### src/rtl/m68k_bus_responder_pkg.sv
// Shared types and constants for the 68000 bus-cycle responder.
package m68k_bus_responder_pkg;

    localparam int DATA_W = 16;
    localparam int WAIT_W = 4;
    localparam int TO_W   = 8;

    // Value returned when nothing on the bus drives the data lines.
    localparam logic [DATA_W-1:0] OPEN_BUS = 16'hFFFF;

    typedef enum logic [2:0] {
        ST_IDLE  = 3'd0,
        ST_FAST  = 3'd1,
        ST_SLOW  = 3'd2,
        ST_HOLD  = 3'd3,
        ST_DRAIN = 3'd4
    } state_t;

endpackage

### src/rtl/m68k_bus_responder.sv
// Bus-cycle responder for one 68000: answers AS with DTACK after a fixed wait
// for on-chip regions, or after an SDRAM req/ack handshake for ROM reads.
module m68k_bus_responder
    import m68k_bus_responder_pkg::*;
#(
    parameter int FAST_WAIT = 1,
    parameter int TIMEOUT   = 255
) (
    input  logic              clk,
    input  logic              reset,
    input  logic              as_n,
    input  logic              rw,
    input  logic              fast_cs,
    input  logic              slow_cs,
    input  logic [DATA_W-1:0] fast_data,
    input  logic              sdr_ack,
    input  logic [DATA_W-1:0] sdr_data,
    output logic              sdr_req,
    output logic              dtack_n,
    output logic [DATA_W-1:0] cpu_din,
    output logic              timeout
);

    localparam logic [WAIT_W-1:0] FAST_WAIT_C = WAIT_W'(FAST_WAIT);
    localparam logic [TO_W-1:0]   TIMEOUT_C   = TO_W'(TIMEOUT);

    state_t              state_q, state_d;
    logic                as_q, as_d;
    logic [WAIT_W-1:0]   cnt_q, cnt_d;
    logic [TO_W-1:0]     to_q, to_d;
    logic                fast_sel_q, fast_sel_d;
    logic                pend_q, pend_d;
    logic                pend_slow_q, pend_slow_d;
    logic                pend_fast_q, pend_fast_d;
    logic                sdr_req_q, sdr_req_d;
    logic                dtack_n_q, dtack_n_d;
    logic [DATA_W-1:0]   cpu_din_q, cpu_din_d;
    logic                timeout_q, timeout_d;

    logic                start;
    logic                go_slow;
    logic                go_fast_sel;

    // Falling edge of the address strobe, seen against last cycle's sample.
    assign start = as_q & ~as_n;

    // Next-state logic for the cycle FSM, both counters and the output registers.
    always_comb begin
        state_d     = state_q;
        as_d        = as_n;
        cnt_d       = cnt_q;
        to_d        = to_q;
        fast_sel_d  = fast_sel_q;
        pend_d      = pend_q;
        pend_slow_d = pend_slow_q;
        pend_fast_d = pend_fast_q;
        sdr_req_d   = sdr_req_q;
        dtack_n_d   = dtack_n_q;
        cpu_din_d   = cpu_din_q;
        timeout_d   = 1'b0;
        go_slow     = 1'b0;
        go_fast_sel = 1'b0;

        case (state_q)
            ST_IDLE: begin
                // A start latched during DRAIN is served before any new one.
                if (start || pend_q) begin
                    go_slow     = pend_q ? pend_slow_q : (slow_cs & rw);
                    go_fast_sel = pend_q ? pend_fast_q : fast_cs;
                    pend_d      = 1'b0;
                    if (go_slow) begin
                        state_d   = ST_SLOW;
                        sdr_req_d = 1'b1;
                        to_d      = '0;
                    end else begin
                        state_d    = ST_FAST;
                        cnt_d      = FAST_WAIT_C;
                        fast_sel_d = go_fast_sel;
                    end
                end
            end

            ST_FAST: begin
                if (as_n) begin
                    state_d = ST_IDLE;
                end else if (cnt_q != '0) begin
                    cnt_d = cnt_q - 1'b1;
                end else begin
                    cpu_din_d = fast_sel_q ? fast_data : OPEN_BUS;
                    dtack_n_d = 1'b0;
                    state_d   = ST_HOLD;
                end
            end

            ST_SLOW: begin
                to_d = to_q + 1'b1;
                if (as_n) begin
                    // CPU gave up; the SDRAM access still has to finish.
                    if (sdr_ack) begin
                        sdr_req_d = 1'b0;
                        state_d   = ST_IDLE;
                    end else begin
                        state_d = ST_DRAIN;
                    end
                end else if (sdr_ack) begin
                    cpu_din_d = sdr_data;
                    sdr_req_d = 1'b0;
                    dtack_n_d = 1'b0;
                    state_d   = ST_HOLD;
                end else if (to_d == TIMEOUT_C) begin
                    cpu_din_d = OPEN_BUS;
                    sdr_req_d = 1'b0;
                    dtack_n_d = 1'b0;
                    timeout_d = 1'b1;
                    state_d   = ST_HOLD;
                end
            end

            ST_HOLD: begin
                if (as_n) begin
                    dtack_n_d = 1'b1;
                    state_d   = ST_IDLE;
                end
            end

            ST_DRAIN: begin
                if (start) begin
                    pend_d      = 1'b1;
                    pend_slow_d = slow_cs & rw;
                    pend_fast_d = fast_cs;
                end
                if (sdr_ack) begin
                    sdr_req_d = 1'b0;
                    state_d   = ST_IDLE;
                end
            end

            default: begin
                state_d = ST_IDLE;
            end
        endcase
    end

    // State and output registers; reset drops any pending SDRAM request.
    always_ff @(posedge clk or posedge reset) begin
        if (reset) begin
            state_q     <= ST_IDLE;
            as_q        <= 1'b1;
            cnt_q       <= '0;
            to_q        <= '0;
            fast_sel_q  <= 1'b0;
            pend_q      <= 1'b0;
            pend_slow_q <= 1'b0;
            pend_fast_q <= 1'b0;
            sdr_req_q   <= 1'b0;
            dtack_n_q   <= 1'b1;
            cpu_din_q   <= '0;
            timeout_q   <= 1'b0;
        end else begin
            state_q     <= state_d;
            as_q        <= as_d;
            cnt_q       <= cnt_d;
            to_q        <= to_d;
            fast_sel_q  <= fast_sel_d;
            pend_q      <= pend_d;
            pend_slow_q <= pend_slow_d;
            pend_fast_q <= pend_fast_d;
            sdr_req_q   <= sdr_req_d;
            dtack_n_q   <= dtack_n_d;
            cpu_din_q   <= cpu_din_d;
            timeout_q   <= timeout_d;
        end
    end

    assign sdr_req = sdr_req_q;
    assign dtack_n = dtack_n_q;
    assign cpu_din = cpu_din_q;
    assign timeout = timeout_q;

endmodule

### config.mk
export PLATFORM = sky130hd
export DESIGN_NAME = m68k_bus_responder
export DESIGN_NICKNAME = d
export VERILOG_FILES = /design/src/rtl/m68k_bus_responder_pkg.sv /design/src/rtl/m68k_bus_responder.sv
export SDC_FILE = /design/constraint.sdc
export NUM_CORES = 1
export LEC_CHECK = 0
export CORE_UTILIZATION = 50
export CTS_CLUSTER_DIAMETER = 30
export DETAILED_ROUTE_END_ITERATION = 7
export GPL_TIMING_DRIVEN = 1
export HOLD_SLACK_MARGIN = 0.1
export PLACE_DENSITY = 0.85
export SYNTH_ARGS = -nofsm -noshare
export SYNTH_HDL_FRONTEND = slang
export SYNTH_SLANG_ARGS = --single-unit
### constraint.sdc
create_clock -name clk -period 4.92 [get_ports clk]
set_clock_uncertainty 0.2 [all_clocks]
set_input_delay 0.984 -clock clk [delete_from_list [all_inputs] [get_ports clk]]
set_output_delay 0.984 -clock clk [all_outputs]
set_load 0.05 [all_outputs]
After elaboration in Yosys (flattened, before gate mapping):

Index checks and enable logic that the tools add are counted.

* flip-flop bits (word level): 39
* input port bits: 39
* output and inout port bits: 19
* logic and storage cells: 101

* $add $sub $neg: 2
* equality and inequality tests: 18
* mux-type cells: 47
* bitwise operators: 4
* reduce and logical (&&, ||, !) cells: 18

Operators by type and width (count)
* $mux 16: 6
* $pmux 16 s2: 1
* $mux 3: 9
* $ne 2x2->1 const B: 10
* $mux 1: 18
* $mux 4: 4
* $mux 8: 2
* $pmux 8 s2: 1
* $pmux 3 s5: 1
* $reduce_and 5->1: 3
* $reduce_and 3->1: 3
* $add 8x1->8 const B: 1
* $eq 8x8->1 const B: 1
* $pmux 4 s2: 1
* $reduce_bool 2->1: 4
* $eq 3x2->1 const B: 2
* $ne 3x3->1 const B: 2
* $pmux 1 s3: 2
* $reduce_and 6->1: 1
* $reduce_bool 3->1: 2
* $ne 4x4->1 const B: 1
* $reduce_and 4->1: 1
* $reduce_bool 4->1: 1
* $sub 4x1->4 const B: 1
* 9 further kinds: 11

Longest topological paths before layout:

Gate-level depths: netlist of the first run.

* depth after elaboration: 6
* mapped depth: 9
* mapped depth without buffers: 7

Worst setup path before layout of the first run:

Ideal clock, no wire load.

* path type: input -> register
* from: input as_n
* to: register cpu_din_q[0], in the netlist cpu_din[0]
* library setup time: 0.079 ns
* arrival: 2.434 ns
* required time: 4.641 ns
* slack: 2.207 ns
* cell stages on the path: 7
* buffers on the path: 3
* cell sequence: clkbuf_1 or2_2 or3_1 o22ai_2 buf_6 buf_12 mux2i_1

* word-level cells in the longest chain between the ends: 2
* elaborated cells on any way between the ends: 3
* classes of those cells: eq/ne: 2; reduce/logical: 1

RTL lines
* start, declared: RTL line m68k_bus_responder.sv:11 `input logic as_n,`
* $ne 2x2->1 (no line)
* $reduce_and 5->1 (no line) (*)
* end signal, assigned: RTL line m68k_bus_responder.sv:170 `cpu_din_q <= cpu_din_d;`
* end, declared: RTL line m68k_bus_responder.sv:37 `logic [DATA_W-1:0] cpu_din_q, cpu_din_d;`

Every way passes the cells marked *; elsewhere a longest branch is shown, timed or not.
A chain may end at the register's enable or synchronous reset.

Worst setup path after layout of the first run:

* from: input as_n
* to: register cpu_din_q[11], in the netlist cpu_din[11]

The elaborated chain is that of the path after synthesis.

==> flow_summary.ini, run 1 <==
[worst_setup_path]
path_max_fanout = 17
required_ns = 4.93
path_class = primary input to flip-flop
critical_path_arrival_ns = 3.08
worstSetupEndpointType = flip-flop
critical_path.top_delay_family = buffers and inverters
startpoint_type = primary input
critPathSlowestCell = clkdlybuf4s50_1
critPathBufInv = 2
crit_chain = clkdlybuf4s50_1 -> or2_2 -> or3_1 -> o22ai_2 -> buf_4 -> mux2i_1
cpPeakStageDelay_ns = 0.58

[global_routing]
track_usage = 0.230
grt_pass1_vias = 1661
grt_max_degree = 40
grt_remaining_overflow = 0
antenna_found_initial = 0
grt_pass1_wl_mm = 7.67

[layout]
instances_no_fill = 336
final_layout_size_suffix_gt1_frac = 0.0874
multi_input_area_um2 = 1030
area_delta_synth_final_pct = 30.4
final_cell_mix = 57 x clkdlybuf4s50_1, 37 x dfrtp_1, 22 x inv_1
final_util = 0.689
fillers = 318
layout_commonest_cell = clkdlybuf4s50_1
num-nets-final = 328
diodes = 0
seq_area_um2 = 978

[sta]
slew_violations = 0
timing.hold.ws_ns = 0.288
fmax_ghz = 0.326
tns_ns = 0
rsz0062_at_grt = false
period_share = 0.623
tightest_slew_ns = 0.589
slew_headroom = 0.606
fin_crit_ns = 3.07
finalSetupViolations = 0
hold_violations = 0

[pwr]
leakage_uw = 0.00121
pwr_density_cell_nw_per_um2 = 541
total_power_uw = 1520
p_switching_uw = 697
combinationalPowerShare = 0.519
p_int_uw = 828
ir_worst_vdd_v = 0.000353
p_clk_frac = 0.137
swShare = 0.457
p_seq_frac = 0.345

[clocking]
cts.root.buffer_cell = clkbuf_8
cts.clk_slew.worst_paths_ns = 0.08
cts_tree = done
clk_latency_ns = 0.29
cts_resized = 0
cts_setup_buffers = 0
cts_sinks = 39
hold_buffers = 0
numCtsBuffers = 5
clockBufferDepth = 2
cts_htree_levels = 2

[worst_hold_path]
min_path_type = flip-flop to flip-flop

[drt]
drtIter0Drc = 120
firstDrtPassIters = 4
ant_nets = 0
via_count = 1884
drc = 0
vias_per_cell = 5.61
wl_per_cell_um = 14.8
routed_wl_mm = 4.97

[floorplanning]
initial_core_util = 0.528
die_area_um2 = 4590
core_um2 = 4090
die_x_um = 67.7
pin_count = 58
chipHeight_um = 67.7
num_rows = 23

[synth]
async_reset_ff_frac = 1.00
synth-edff-count = 0
ys_seq_area_frac = 0.453
synthesis.nets = 274
syn_area_per_cell_um2 = 9.35
yosysWarnings = 0
synth_cell_types = 43
synthCells = 231
synth_top_flop_cell = dfrtp_1
ys_seq_elements = 39
syn_area_um2 = 2160

[placed_design]
gp_congestion = 0.807
dp.cells = 328
io_buffers = 57
dpl.hpwl_mm = 3.51

[outcome]
status = finished clean

[flow_run]
cap_viol_max_count = 0
==> worst register-to-register path, stage by stage, from the launching register on <==
cell and delay (ns):
dfrtp_1 0.46, ha_1 0.26, and3_2 0.24, nand3_1 0.10, xnor2_1 0.37, nand3_1 0.21
o22ai_2 0.22, buf_4 0.31, mux2i_1 0.25
==> per-stage QoR <==
stage | area [um^2] | setup WS [ns]
after global routing | 2820 | 1.77
after global placement | 2740 | 1.65
final | 2820 | 1.85
after floorplan | 2160 | 2.21
after CTS | 2820 | 1.86
after detailed placement | 2740 | 1.59
==> worst paths after layout <==
| kind | to | depth (start not counted) | slack (ns) | startpoint |
|---|---|---|---|---|
| max | cpu_din[11] | 6 | 1.85 | as_n |
| min | pend_slow_q | 2 | 0.29 | pend_slow_q |
| max reg2reg | cpu_din[11] | 8 | 2.22 | to_q[0] |
| min reg2reg | pend_slow_q | 2 | 0.29 | pend_slow_q |
| max in group asynchronous | dtack_n | 3 | 3.24 | reset |
| min in group asynchronous | cpu_din[7] | 3 | 0.90 | reset |
==> routing by layer <==
layer	track usage	share of wire	up-vias
met4	0.0984	0.015	0
met2	0.345	0.44	86
li1	-	-	919
met5	0	0	-
met3	0.0524	0.083	8
met1	0.315	0.46	871
==> area by class of cell <==
class	instances	area share
Clock buffer	7	0.0271
Clock inverter	1	0.00178
Inverter	22	0.0293
Multi-Input combinational cell	158	0.364
Sequential cell	39	0.347
Tap cell	50	0.0222
Timing Repair Buffer	59	0.208
==> cells in the mapped netlist (2+ instances only) <==
master,count,share of area
o31ai_1,3,0.010
xnor2_1,2,0.0081
nand2_1,18,0.031
o21ai_0,20,0.046
dfrtp_1,37,0.43
buf_2,2,0.0046
o22ai_1,18,0.052
a21oi_1,7,0.016
mux2_2,4,0.021
nor2_1,19,0.033
clkbuf_1,7,0.012
xor2_1,2,0.0081
mux2i_1,16,0.074
inv_1,22,0.038
or2_2,4,0.012
nor3_1,5,0.012
and2_1,2,0.0058
ha_1,4,0.023
a31oi_1,2,0.0058
nand2b_1,5,0.014
nor2b_1,3,0.0087
dfstp_2,2,0.024
nand3_1,5,0.012
nand4_1,3,0.0087
==> registers in the layout (all words and copies together) (netlist names), 3 cells and up <==
signal and cells:
to_q 8, cnt_q 4, cpu_din 16, state_q 3
==> power groups by stage <==
stage | combinational, uW | clock (uW) | sequential, uW
final | 791 | 208 | 526
after global routing | 857 | 224 | 543
after CTS | 792 | 213 | 523
after detailed placement | 788 | 0 | 529
after global placement | 771 | 0 | 524
after floorplan | 412 | 0 | 682
==> cells by family (layout without fill, tap and decap cells) <==
group           Yosys count  after routing  synth area share
fa+ha+maj                 4              4            0.0232
xor+xnor                  4              4            0.0162
flops                    39             39             0.453
simple gates             73             73             0.173
compound gates           57             57             0.167
mux                      20             20            0.0950
buf+inv                  34             89            0.0718
(Power assumes the default switching activity.)
==> run 2: changes to the inputs <==
--- a/config.mk
+++ b/config.mk
@@ -5,12 +5,12 @@
 export SDC_FILE = /design/constraint.sdc
 export NUM_CORES = 1
 export LEC_CHECK = 0
-export CORE_UTILIZATION = 50
+export CORE_UTILIZATION = 44
 export CTS_CLUSTER_DIAMETER = 30
 export DETAILED_ROUTE_END_ITERATION = 7
 export GPL_TIMING_DRIVEN = 1
 export HOLD_SLACK_MARGIN = 0.1
-export PLACE_DENSITY = 0.85
+export PLACE_DENSITY = 0.8
 export SYNTH_ARGS = -nofsm -noshare
 export SYNTH_HDL_FRONTEND = slang
 export SYNTH_SLANG_ARGS = --single-unit
==> constraint.sdc (replaced) <==
create_clock -name clk -period 2.8 [get_ports clk]
set_clock_uncertainty 0.2 [all_clocks]
set_input_delay 0.56 -clock clk [delete_from_list [all_inputs] [get_ports clk]]
set_output_delay 0.56 -clock clk [all_outputs]
set_load 0.05 [all_outputs]
==> run 2 against run 1 <==
Clock power up 88%. Sequential share of layout area down 1.1 points. Register-to-register slack worse by 1.9 ns. Worst setup slack worse by 1.6 ns. Core utilization down 7.4 points. Combinational power up 81%. Critical endpoint is now sdr_req. Largest cell class unchanged. Largest power group unchanged.
==> flow_summary.ini, run 2 (synthesis gave the netlist of run 1 again) <==
[clocking]
cts_tree = done
clockBufferDepth = 2
cts_htree_levels = 2
hold_buffers = 0
numCtsBuffers = 5
cts_setup_buffers = 0
clk_latency_ns = 0.29
cts_sinks = 39
cts.clk_slew.worst_paths_ns = 0.07
cts.root.buffer_cell = clkbuf_8
cts_resized = 0

[worst_setup_path]
worstSetupEndpointType = flip-flop
path_max_fanout = 7
required_ns = 2.78
path_class = flip-flop to flip-flop
r2r_cells = 7
critical_path_arrival_ns = 2.48
startpoint_type = flip-flop

[flow_run]
cap_viol_max_count = 0

[sta]
hold_violations = 0
rsz0062_at_grt = false
tns_ns = 0
slew_headroom = 0.635
fmax_ghz = 0.400
period_share = 0.893
finalSetupViolations = 0
slew_violations = 0
fin_crit_ns = 2.50
tightest_slew_ns = 0.545

[layout]
final_layout_size_suffix_gt1_frac = 0.110
layout_commonest_cell = clkdlybuf4s50_1
area_delta_synth_final_pct = 34.5
final_cell_mix = 57 x clkdlybuf4s50_1, 37 x dfrtp_1, 22 x inv_1
largest_reg_flops = 16
instances_no_fill = 359
diodes = 0
fin_area_um2 = 2910
num-nets-final = 334

[global_routing]
track_usage = 0.209
grt_max_degree = 19
grt_pass1_wl_mm = 8.37
grt_remaining_overflow = 0
antenna_found_initial = 0
grt_pass1_vias = 1826

[floorplanning]
die_area_um2 = 5190
num_rows = 25
chipHeight_um = 72.1
die_x_um = 72.1
initial_core_util = 0.457
pin_count = 58
core_um2 = 4720

[drt]
firstDrtPassIters = 4
drtIter0Drc = 98
ant_nets = 0
wl_per_cell_um = 13.8
drc = 0
routed_wl_mm = 4.97
vias_per_cell = 5.31
via_count = 1907

[placed_design]
place_area_um2 = 2810
dp.cells = 351
io_buffers = 57
dpl.hpwl_mm = 3.70
gp_congestion = 0.925

[pwr]
ir_worst_vdd_v = 0.000535
leakage_uw = 0.00124
pwr_density_cell_nw_per_um2 = 945
total_power_uw = 2750

[worst_hold_path]
holdPathStages = 1
min_path_type = flip-flop to flip-flop

[outcome]
status = finished clean
[run 2: final timing paths]
path / start / end / slack [ns]
worst min-delay path: to_q[7] / to_q[7] / 0.31
worst max register to register: to_q[0] / sdr_req / 0.30
max in group asynchronous: reset / cpu_din[15] / 1.39
worst max-delay path: to_q[0] / sdr_req / 0.30
min in group asynchronous: reset / to_q[6] / 0.40
worst min register to register: to_q[7] / to_q[7] / 0.31
[run 2: power breakdown]
part	total (uW)	internal (uW)	switching [uW]	leakage, uW
registers	927	746	181	0.000460
clock network	391	199	192	0.0000482
logic	1430	560	868	0.000737
total	2750	1500	1240	0.00124
[run 2: critical path: stages (launching register included)]
cell and delay (ns):
dfrtp_1 0.46, ha_1 0.26, and3_2 0.22, nand3_1 0.09, xnor2_1 0.29, a41oi_2 0.22, a2111oi_2 0.27, mux2_2 0.37
[run 2: final cells by class]
type                    count  area, um^2
fillers                   396        1820
multi-input cells         158        1030
clock buffers               7        86.3
inverters                  22        82.6
clock inverters             1        5.00
well taps                  67        83.8
repair buffers             65         643
flip-flops and latches     39         978
[run 2: routing by layer]
| metal | track usage | wire (um) | up-vias |
|---|---|---|---|
| met5 | 0 | 0 | - |
| met2 | 0.354 | 2250 | 83 |
| met4 | 0.0850 | 81 | 0 |
| met1 | 0.254 | 2170 | 883 |
| met3 | 0.0542 | 476 | 8 |
| li1 | - | - | 933 |
[run 2: per-stage QoR]
step / hold WS, ns / utilization / setup WS (ns)
CTS: 0.296 / 0.615 / 0.323
detailed placement: 0.287 / 0.596 / 0.156
floorplan: 0.242 / - / 0.511
finish: 0.305 / 0.615 / 0.300
global route: 0.332 / 0.615 / 0.113
global placement: 0.270 / 0.596 / 0.197
==> run 3: changes to the inputs <==
--- a/config.mk
+++ b/config.mk
@@ -11,6 +11,7 @@
 export GPL_TIMING_DRIVEN = 1
 export HOLD_SLACK_MARGIN = 0.1
 export PLACE_DENSITY = 0.8
+export RECOVER_POWER = 100
 export SYNTH_ARGS = -nofsm -noshare
 export SYNTH_HDL_FRONTEND = slang
 export SYNTH_SLANG_ARGS = --single-unit
==> run 3 against run 2 <==
Combinational power down 3%. Non-clock buffer count unchanged. Critical path depth unchanged. Via count down 0.68%. Sequential cell count unchanged. Clock power about the same. Global-route usage unchanged. Count of clock-buffer cells in the layout unchanged. Core utilization down 0.45 points. Register-to-register slack worse by 0.05 ns. Worst setup slack worse by 0.049 ns.
==> flow_summary.ini, run 3 (synthesis gave the netlist of run 1 again) <==
[pwr]
combinationalPowerShare = 0.513
p_switching_uw = 1230
swShare = 0.458
p_int_uw = 1460
ir_worst_vdd_v = 0.000534
leakage_uw = 0.00122
pwr_density_cell_nw_per_um2 = 935
p_seq_frac = 0.342
p_clk_frac = 0.145

[clocking]
clockBufferDepth = 2
cts.clk_slew.worst_paths_ns = 0.07
hold_buffers = 0
cts_setup_buffers = 0
cts_resized = 0
cts_htree_levels = 2
cts_sinks = 39
cts.root.buffer_cell = clkbuf_8
clk_latency_ns = 0.29
numCtsBuffers = 5
cts_tree = done

[floorplanning]
initial_core_util = 0.457
die_x_um = 72.1
pin_count = 58
die_area_um2 = 5190
chipHeight_um = 72.1
core_um2 = 4720
num_rows = 25

[worst_setup_path]
worstSetupEndpointType = flip-flop
r2r_start = to_q[0]
cp-startpoint = to_q[0]
critical_path_arrival_ns = 2.53
path_max_fanout = 7
required_ns = 2.78
startpoint_type = flip-flop
path_class = flip-flop to flip-flop

[placed_design]
detailedPlace.worstSlack_ns = 0.156
io_buffers = 57
dpl.hpwl_mm = 3.70
gp_congestion = 0.925

[drt]
wl_per_cell_um = 13.9
drtIter0Drc = 104
drc = 0
vias_per_cell = 5.28
routed_wl_mm = 4.99
ant_nets = 0
via_count = 1894
firstDrtPassIters = 6

[layout]
layout_commonest_cell = dfrtp_1
area_delta_synth_final_pct = 33.5
final_layout_size_suffix_gt1_frac = 0.0959
num-nets-final = 334
diodes = 0
final_cell_mix = 37 x dfrtp_1, 36 x clkdlybuf4s50_1, 22 x inv_1
largest_reg_flops = 16

[sta]
setup_slack_ns = 0.251
slew_violations = 0
slew_headroom = 0.439
tns_ns = 0
rsz0062_at_grt = false
period_share = 0.910
tightest_slew_ns = 0.842
hold_violations = 0
finalSetupViolations = 0
fin_crit_ns = 2.55
fmax_ghz = 0.392

[global_routing]
track_usage = 0.209
grt_max_degree = 19
antenna_found_initial = 0
grt_pass1_vias = 1826
grt_remaining_overflow = 0
grt_pass1_wl_mm = 8.37

[worst_hold_path]
min-delay-start = to_q[7]
min_path_type = flip-flop to flip-flop

[flow_run]
cap_viol_max_count = 0

[outcome]
status = finished clean
==> run 3: cell types whose count changed in the layout (fill, tap and decap cells not counted), sizes merged <==
| cell | change |
|---|---|
| clkdlybuf4s50 | -21 |
| dlygate4sd3 | +21 |
| buf | -2 |
| clkbuf | +2 |
==> run 3: power by group through the flow <==
stage               sequential, uW  combinational [uW]  clock, uW
global route                   950                1520        420
finish                         923                1380        390
floorplan                     1200                 724          0
detailed placement             933                1420          0
global placement               924                1390          0
CTS                            924                1430        397
==> run 3: worst max-delay path: stages (launching register included) <==
cell	delay [ns]
dfrtp_1	0.47
ha_1	0.27
and3_2	0.23
nand3_1	0.09
xnor2_1	0.27
a41oi_1	0.27
a2111oi_2	0.29
mux2_2	0.37
==> run 3: final cells by class <==
cell class	count	area, um^2
clock inverter	1	5.00
inverter	22	82.6
clock buffer	7	86.3
multi-input combinational	158	1010
sequential	39	978
tap	67	83.8
fill	404	1840
timing repair buffer	65	636
==> run 3: path summary, 6_finish.rpt <==
path / depth (start not counted) / endpoint / slack [ns]
hold / removal: 1 / to_q[7] / 0.31
setup reg to reg: 7 / sdr_req / 0.25
min in group asynchronous: 2 / to_q[6] / 0.53
hold reg to reg: 1 / to_q[7] / 0.31
max in group asynchronous: 3 / cpu_din[15] / 0.74
setup / recovery: 7 / sdr_req / 0.25
==> run 3: per-layer routing <==
layer  track usage  wire length, um  share of wire  vias up
met2         0.354             2250           0.45       75
met5             0                0              0        -
met3        0.0542              405          0.081        6
met4        0.0850               77          0.015        0
li1              -                -              -      936
met1         0.254             2250           0.45      877
==> run 3: per-stage QoR <==
step,power (uW),instance area [um^2],instances,hold slack [ns],utilization
CTS,2760,2910,359,0.296,0.615
finish,2700,2880,359,0.306,0.611
detailed placement,2360,2810,351,0.287,0.596
global route,2890,2880,359,0.332,0.611
global placement,2320,2810,351,0.270,0.596
floorplan,1920,2160,231,0.242,-
